--- src/rtl/stream_byte_assembler.sv ---
// rtl/stream_byte_assembler.sv - packs a byte stream into double-buffered source words with optional stale-word timeout
module stream_byte_assembler #(
  parameter int SRC_WIDTH      = 17,
  parameter int BYTE_WIDTH     = 8,
  parameter int TIMEOUT_CYCLES = 0
) (
  input  logic                  clk,
  input  logic                  arstn,
  input  logic                  in_valid,
  output logic                  in_ready,
  input  logic [BYTE_WIDTH-1:0] in_data,
  output logic                  out_valid,
  input  logic                  out_ready,
  output logic [SRC_WIDTH-1:0]  out_data,
  output logic                  drop
);

  localparam int BYTES = (SRC_WIDTH + BYTE_WIDTH - 1) / BYTE_WIDTH;
  localparam int CNT_W = (BYTES > 1) ? $clog2(BYTES) : 1;
  localparam logic [CNT_W-1:0] LAST = CNT_W'(BYTES - 1);

  logic [CNT_W-1:0]     count_q;
  logic                 accept;
  logic                 final_byte;
  logic                 timeout_fire;
  logic [SRC_WIDTH-1:0] word;

  // Only the closing byte of a word needs the output register, so only it can stall.
  assign in_ready   = (count_q != LAST) || !out_valid || out_ready;
  assign accept     = in_valid && in_ready;
  assign final_byte = accept && (count_q == LAST);

  generate
    if (BYTES > 1) begin : g_multi
      // Only the low SRC_WIDTH-BYTE_WIDTH bits of the earlier bytes can reach the
      // word, so the pad bits of byte0 are simply shifted out and never stored.
      localparam int ASM_W = SRC_WIDTH - BYTE_WIDTH;
      logic [ASM_W-1:0] asm_q;

      // Shift each non-final byte into the assembly register, oldest byte on top.
      always_ff @(posedge clk or negedge arstn) begin
        if (!arstn) begin
          asm_q <= '0;
        end else if (accept && !final_byte) begin
          asm_q <= ASM_W'({asm_q, in_data});
        end
      end

      assign word = {asm_q, in_data};
    end else begin : g_single
      assign word = SRC_WIDTH'(in_data);
    end
  endgenerate

  // Byte position within the current word; a timeout restarts at byte0.
  always_ff @(posedge clk or negedge arstn) begin
    if (!arstn) begin
      count_q <= '0;
    end else if (accept) begin
      count_q <= (count_q == LAST) ? '0 : count_q + CNT_W'(1);
    end else if (timeout_fire) begin
      count_q <= '0;
    end
  end

  // Output register: load on the final byte (retiring any old word the same edge), else drain.
  always_ff @(posedge clk or negedge arstn) begin
    if (!arstn) begin
      out_valid <= 1'b0;
      out_data  <= '0;
    end else if (final_byte) begin
      out_valid <= 1'b1;
      out_data  <= word;
    end else if (out_ready) begin
      out_valid <= 1'b0;
    end
  end

  generate
    if (TIMEOUT_CYCLES > 0) begin : g_timeout
      localparam int IDLE_W = $clog2(TIMEOUT_CYCLES + 1);
      logic [IDLE_W-1:0] idle_q;
      logic              drop_q;

      // Fires on the edge that would complete the last allowed idle cycle; a byte on that edge wins.
      assign timeout_fire = !accept && (count_q != '0) &&
                            (idle_q == IDLE_W'(TIMEOUT_CYCLES - 1));

      // Count idle cycles while a partial word is pending and flag a discard for one cycle.
      always_ff @(posedge clk or negedge arstn) begin
        if (!arstn) begin
          idle_q <= '0;
          drop_q <= 1'b0;
        end else begin
          drop_q <= timeout_fire;
          if (accept || (count_q == '0) || timeout_fire) begin
            idle_q <= '0;
          end else begin
            idle_q <= idle_q + IDLE_W'(1);
          end
        end
      end

      assign drop = drop_q;
    end else begin : g_no_timeout
      assign timeout_fire = 1'b0;
      assign drop         = 1'b0;
    end
  endgenerate

endmodule
--- config.mk ---
export PLATFORM = sky130hd
export DESIGN_NAME = stream_byte_assembler
export DESIGN_NICKNAME = d
export VERILOG_FILES = /design/src/rtl/stream_byte_assembler.sv
export SDC_FILE = /design/constraint.sdc
export NUM_CORES = 1
export LEC_CHECK = 0
export CAP_MARGIN = 20
export CORE_UTILIZATION = 46
export CTS_CLUSTER_SIZE = 20
export DETAILED_ROUTE_END_ITERATION = 16
export PLACE_DENSITY = 0.78
export REMOVE_ABC_BUFFERS = 1
export SYNTH_ARGS = -nofsm -noshare
export SYNTH_HDL_FRONTEND = slang
export SYNTH_SLANG_ARGS = --single-unit
export TNS_END_PERCENT = 10
--- constraint.sdc ---
create_clock -name clk -period 1.8 [get_ports clk]
set_input_delay 0.36 -clock clk [delete_from_list [all_inputs] [get_ports clk]]
set_output_delay 0.36 -clock clk [all_outputs]
set_load 0.02 [all_outputs]
==> impl_metrics.yaml, run 1 <==
critical_path:
  r2r_cells: 3
  critPathMaxFanout: 4
  path_class: "flip-flop to primary output"
  path_delay_family: "flip-flops"
  critPathMaxStageDelay_ps: 400
  worstPathArrival_ps: 1350
  rrSetupSlack_ps: 430
  path_cells: "nor2b_4 > nand3b_1 > dlygate4sd2_1"
  path_buf_inv: 1
  cp-end-kind: "primary output"
  cp_slowest_cell: "dfrtp_1"
  rr_startpoint: "count_q[1]"
  r2r-end: "out_data[5]"
  required_ps: 1440
  start_kind: "flip-flop"
clock_network:
  ctsLongestPathBuffers: 2
  htreeDepth: 2
  tritoncts: "built"
  cts_buffers: 5
  cts-root-buf: "clkbuf_4"
  cts.repair.resized: 1
  clkLatencyLatePin_ps: 320
  clk_pin_slew_ps: 90
  cts_hold_buf: 0
  post_cts_buffers: 0
  cts.sinks: 29
logic_synthesis:
  synth_cells: 69
  avgSynthCellArea_um2: 16.83
  synth-seq-area-share_pct: 62.50
  yosysWarnings: 0
  synth_cell_types: 15
  syn-cell-area_um2: 1161
  ys_ff_latch: 29
timing:
  finalHoldViolations: 0
  post-route-min-period_ps: 1709
  worst_hold_slack_ps: 413.5
  setup_ws_ps: 90.70
  setup_viol: 0
  finClkSkew_ps: 7.042
  max_freq_ghz: 0.5850
  slew_violations: 0
  rsz0062_at_grt: "false"
  fin_crit_sh_pct: 94.96
floorplanning:
  io_pins: 32
  coreArea_um2: 2297
  core.rowCount: 17
  die_h_um: 52.24
  start_util_pct: 50.54
  dieArea_um2: 2729
  die_x_um: 52.24
global_routing:
  grt_overflow: 0
  antenna_found_initial: 0
  grt_start_max_net_pins: 30
  grt_usage_pct: 16.45
  grt_pass1_vias: 711
  grt_pass1_wl_mm: 3.063
power_and_ir_drop:
  pwr-share-seq_pct: 40.3
  internal-power_mw: 1.910
  fin_total_pwr_mw: 2.856
  switchingPower_mw: 0.9464
  p_sw_share_pct: 33.13
  leakage_nw: 0.6934
  powerDensity_nw_per_um2: 1843
  power_frac_clock_pct: 12.8
  p_comb_share_pct: 46.9
  ir_drop_mv: 1.206
placement:
  pre_cts_slack_ps: -112.3
  port_buffers: 30
  gp_congestion: 0.7349
  placed_area_um2: 1500
routing:
  drc: 0
  wl_met3_um: 144
  vias: 668
  routed_via_density: 4.985
  highest_layer: "met4"
  wirelength_mm: 1.862
  drt.antenna.violating_nets: 0
  dr.pass1.iters: 3
  wl_met1_um: 823
  met2WireLength_um: 887
  wl_per_cell_um: 13.90
  drtIter0Drc: 5
final_layout:
  stdcell_area_um2: 1550
  fin_nets: 117
  diodes: 0
  final_util_pct: 67.48
  drive_above_1_share_pct: 35.85
  area_delta_synth_final_pct: 33.51
run_status:
  status: "completed"
worst_hold_path:
  hold_class: "input port to asynchronous set/reset pin"
job:
  maxCapViolations: 0
[worst reg2reg max path: cells and delay by family (launching register included)]
family / cells / cell delay (ps)
AND/OR/NAND/NOR: 2 / 470
multiplexers: 1 / 390
flip-flops: 1 / 400
[synth_stat cells]
cell,instances,area share [%]
buf_2,1,0.43
conb_1,1,0.32
dfrtp_1,29,63
nor2b_4,1,1.2
mux2_4,9,12
buf_4,1,0.65
a21oi_1,1,0.43
mux2_2,18,17
nor2_1,1,0.32
nand3b_1,1,0.65
nand2b_1,2,1.1
nand3_4,1,1.5
buf_6,1,0.97
nand2_1,1,0.32
a31oi_1,1,0.54
[cells by family after synthesis]
group	Yosys count	share of synthesized area [%]
flops	29	62.50
mux	27	29.09
other cells	1	0.3230
simple gates	7	5.064
buf+inv	3	2.047
compound gates	2	0.9698
[registers in the layout, indices dropped and copies added, names as in the netlist]
name / count
count_q: 2
out_data: 17
out_valid: 1
g_multi.asm_q: 9
[cell usage in the layout, fill, tap and decap left out]
cell,synthesis,layout
buf_12,0,1
a31oi_1,1,1
nand3_4,1,1
clkbuf_1,0,1
mux2_2,18,18
nand2b_1,2,2
conb_1,1,1
buf_4,1,1
a21oi_1,1,1
mux2_4,9,9
nand3b_1,1,1
nand2_1,1,1
clkinv_2,0,2
dfrtp_1,29,29
dlygate4sd2_1,0,1
clkbuf_4,0,5
nor2b_4,1,1
nor2_1,1,1
clkdlybuf4s50_1,0,29
[layout make-up]
| class | count | area, µm² |
|---|---|---|
| Clock buffer | 6 | 41.29 |
| Timing Repair Buffer | 32 | 326.6 |
| Clock inverter | 2 | 10.01 |
| Multi-Input combinational cell | 37 | 411.6 |
| Sequential cell | 29 | 725.7 |
| Tap cell | 28 | 35.03 |
| Fill cell | 188 | 747.0 |
[routing by layer]
layer | vias to the layer above | global-route usage [%]
met2 | 27 | 25.64
li1 | 312 | -
met5 | - | 0
met4 | 0 | 5.263
met1 | 327 | 19.92
met3 | 2 | 8.116
[stage by stage]
step                      setup TNS, ps  cells
after global placement           -98.16    126
after global routing                  0    134
after detailed placement         -254.4    126
final                                 0    134
after CTS                             0    134
after floorplan                       0     66
[worst max path at each step]
stage / end / startpoint / depth (start not counted) / slack, ps
2_1_floorplan: g_multi.asm_q[0] / count_q[0] / 3 / 460
3_3_place_gp: in_ready / out_ready / 3 / -100
3_5_place_dp: in_ready / out_ready / 3 / -110
4_1_cts: in_ready / count_q[0] / 3 / 80
5_1_grt: in_ready / count_q[0] / 3 / 20
6_report: in_ready / count_q[1] / 3 / 90
[power groups by stage]
stage                     Clock, mW  Combinational (mW)  Sequential, mW
final                         0.366                1.34            1.15
after global routing          0.403                1.43            1.19
after CTS                     0.377                1.36            1.15
after detailed placement          0                1.36            1.17
after global placement            0                1.33            1.15
after floorplan                   0               0.537            1.39
Note: power is estimated with default switching activity, not from simulation.
==> run 2: changes to the inputs <==
--- a/config.mk
+++ b/config.mk
@@ -10,7 +10,6 @@
 export CTS_CLUSTER_SIZE = 20
 export DETAILED_ROUTE_END_ITERATION = 16
 export PLACE_DENSITY = 0.78
-export REMOVE_ABC_BUFFERS = 1
 export SYNTH_ARGS = -nofsm -noshare
 export SYNTH_HDL_FRONTEND = slang
 export SYNTH_SLANG_ARGS = --single-unit
==> run 2 against run 1 <==
Effect of this change:
- register-to-register slack about the same
- wire length decreased by 0.16%
- fmax decreased by 0.11%
- total power increased by 1.8%
- sequential share of layout area decreased by 0.19 points
- design area increased by 0.40%
- critical endpoint unchanged
==> impl_metrics.yaml, run 2 (synthesized netlist as in run 1, its figures left out) <==
run_status:
  status: "completed"
final_layout:
  diodes: 0
  stdcell_area_um2: 1556
  top_regs: "out_data (17), g_multi.asm_q (9), count_q (2)"
  area_delta_synth_final_pct: 34.05
  top_register: "out_data"
  stdcell_count: 134
  largest_register_ffs: 17
  mostFrequentLayoutCells: "dfrtp_1, clkdlybuf4s50_1, mux2_2, mux2_4, clkbuf_4"
  final_util_pct: 67.76
  drive_above_1_share_pct: 36.79
  fin_nets: 117
critical_path:
  path_class: "flip-flop to primary output"
  worstPathArrival_ps: 1350
  critPathMaxStageDelay_ps: 440
  required_ps: 1440
  cp-end-kind: "primary output"
  critPathMaxFanout: 4
  cp_slowest_cell: "dfrtp_1"
  path_cells: "nor2b_4 > nand3b_1 > dlygate4sd2_1"
  start_kind: "flip-flop"
global_routing:
  grt_util_met2_pct: 26.07
  grt_pass1_vias: 682
  grt_usage_pct: 16.75
  grt_overflow: 0
  antenna_found_initial: 0
  met1_usage_pct: 19.73
  grt_start_max_net_pins: 30
  grt_pass1_wl_mm: 3.084
  grt_util_met3_pct: 9.275
  busiest_layer: "met2"
clock_network:
  cts-root-buf: "clkbuf_4"
  clk_pin_slew_ps: 80
  post_cts_buffers: 0
  clkLatencyLatePin_ps: 320
  cts.sinks: 29
  ctsLongestPathBuffers: 2
  cts_buffers: 5
  tritoncts: "built"
  htreeDepth: 2
power_and_ir_drop:
  switchingPower_mw: 0.9369
  powerDensity_nw_per_um2: 1868
  leakage_nw: 0.6975
  power_frac_clock_pct: 15.2
  fin_total_pwr_mw: 2.908
  p_sw_share_pct: 32.22
  internal-power_mw: 1.971
  pwr-share-seq_pct: 39.7
  p_comb_share_pct: 45.2
  ir_drop_mv: 1.170
placement:
  placedCellCount: 126
  gp_congestion: 0.6202
  hpwl_mm: 1.306
  placed_area_um2: 1488
  port_buffers: 30
timing:
  finClkSkew_ps: 3.763
  slew_violations: 0
  rsz0062_at_grt: "false"
  finalHoldViolations: 0
  worst_hold_slack_ps: 427.0
  post-route-min-period_ps: 1711
  max_freq_ghz: 0.5844
  fin_crit_sh_pct: 95.06
  setup_viol: 0
routing:
  wirelength_mm: 1.859
  drt.antenna.violating_nets: 0
  routed_via_density: 4.955
  drc: 0
  dr.pass1.iters: 2
  vias: 664
  drtIter0Drc: 4
  wl_per_cell_um: 13.87
floorplanning:
  io_pins: 32
  core.rowCount: 17
  start_util_pct: 50.54
  coreArea_um2: 2297
  dieArea_um2: 2729
  die_x_um: 52.24
  die_h_um: 52.24
job:
  maxCapViolations: 0
worst_hold_path:
  hold_class: "input port to asynchronous set/reset pin"
logic_synthesis:
  syn-num-nets: 81
[run 2: changes by cell type in the layout (fill, tap and decap cells not counted), sizes merged]
cell,before,now
clkbuf,6,7
clkinv,2,1
[run 2: power groups by stage]
| stage | logic [mW] | clock network [mW] | registers [mW] |
|---|---|---|---|
| final | 1.31 | 0.441 | 1.15 |
| after global routing | 1.40 | 0.488 | 1.19 |
| after CTS | 1.33 | 0.463 | 1.16 |
| after detailed placement | 1.34 | 0 | 1.17 |
| after global placement | 1.31 | 0 | 1.15 |
| after floorplan | 0.556 | 0 | 1.39 |
[run 2: worst paths after layout]
| kind | startpoint | to | slack, ps | cells past startpoint |
|---|---|---|---|---|
| max | count_q[0] | in_ready | 90 | 3 |
| min | arstn | count_q[1] | 430 | 2 |
| max reg2reg | count_q[0] | out_data[2] | 420 | 3 |
| min in group clk | g_multi.asm_q[3] | out_data[11] | 500 | 1 |
| min reg2reg | g_multi.asm_q[3] | out_data[11] | 500 | 1 |
| max in group asynchronous | arstn | out_data[10] | 1110 | 2 |
[run 2: what timing repair did]
item,CTS,global route
setup endpoints to repair,1,0
hold buffers,0,0
gates resized for setup,1,0
[run 2: area by class of cell]
| cell class | instances | area (µm²) |
|---|---|---|
| clock buffer | 7 | 65.06 |
| clock inverter | 1 | 5.005 |
| fill | 183 | 740.7 |
| multi-input combinational | 37 | 411.6 |
| sequential | 29 | 725.7 |
| tap | 28 | 35.03 |
| timing repair buffer | 32 | 314.1 |
[run 2: critical path: cells and delay by family, from the launching register on]
kind,cells,cell delay (ps)
DFF,1,440
buffers and inverters,1,330
and+or+nand+nor,2,270
[run 2: metal layers]
metal / up-vias / part of all wire, %
met4: 0 / 0.54
met5: - / 0
met2: 23 / 48
met3: 2 / 7.5
li1: 309 / -
met1: 330 / 44
[run 2: per-stage QoR]
stage,setup TNS [ps],worst slack [ps]
2_1_floorplan,0,467.3
4_1_cts,0,65.43
5_1_grt,0,4.698
3_3_place_gp,-103.1,-103.1
6_report,0,88.84
3_5_place_dp,-176.2,-108.0
==> run 3: changes to the inputs <==
--- a/config.mk
+++ b/config.mk
@@ -9,6 +9,7 @@
 export CORE_UTILIZATION = 46
 export CTS_CLUSTER_SIZE = 20
 export DETAILED_ROUTE_END_ITERATION = 16
+export GPL_ROUTABILITY_DRIVEN = 0
 export PLACE_DENSITY = 0.78
 export SYNTH_ARGS = -nofsm -noshare
 export SYNTH_HDL_FRONTEND = slang
==> results of run 3 <==
Same layout as run 2: the final DEF is identical, and so are final timing and power.
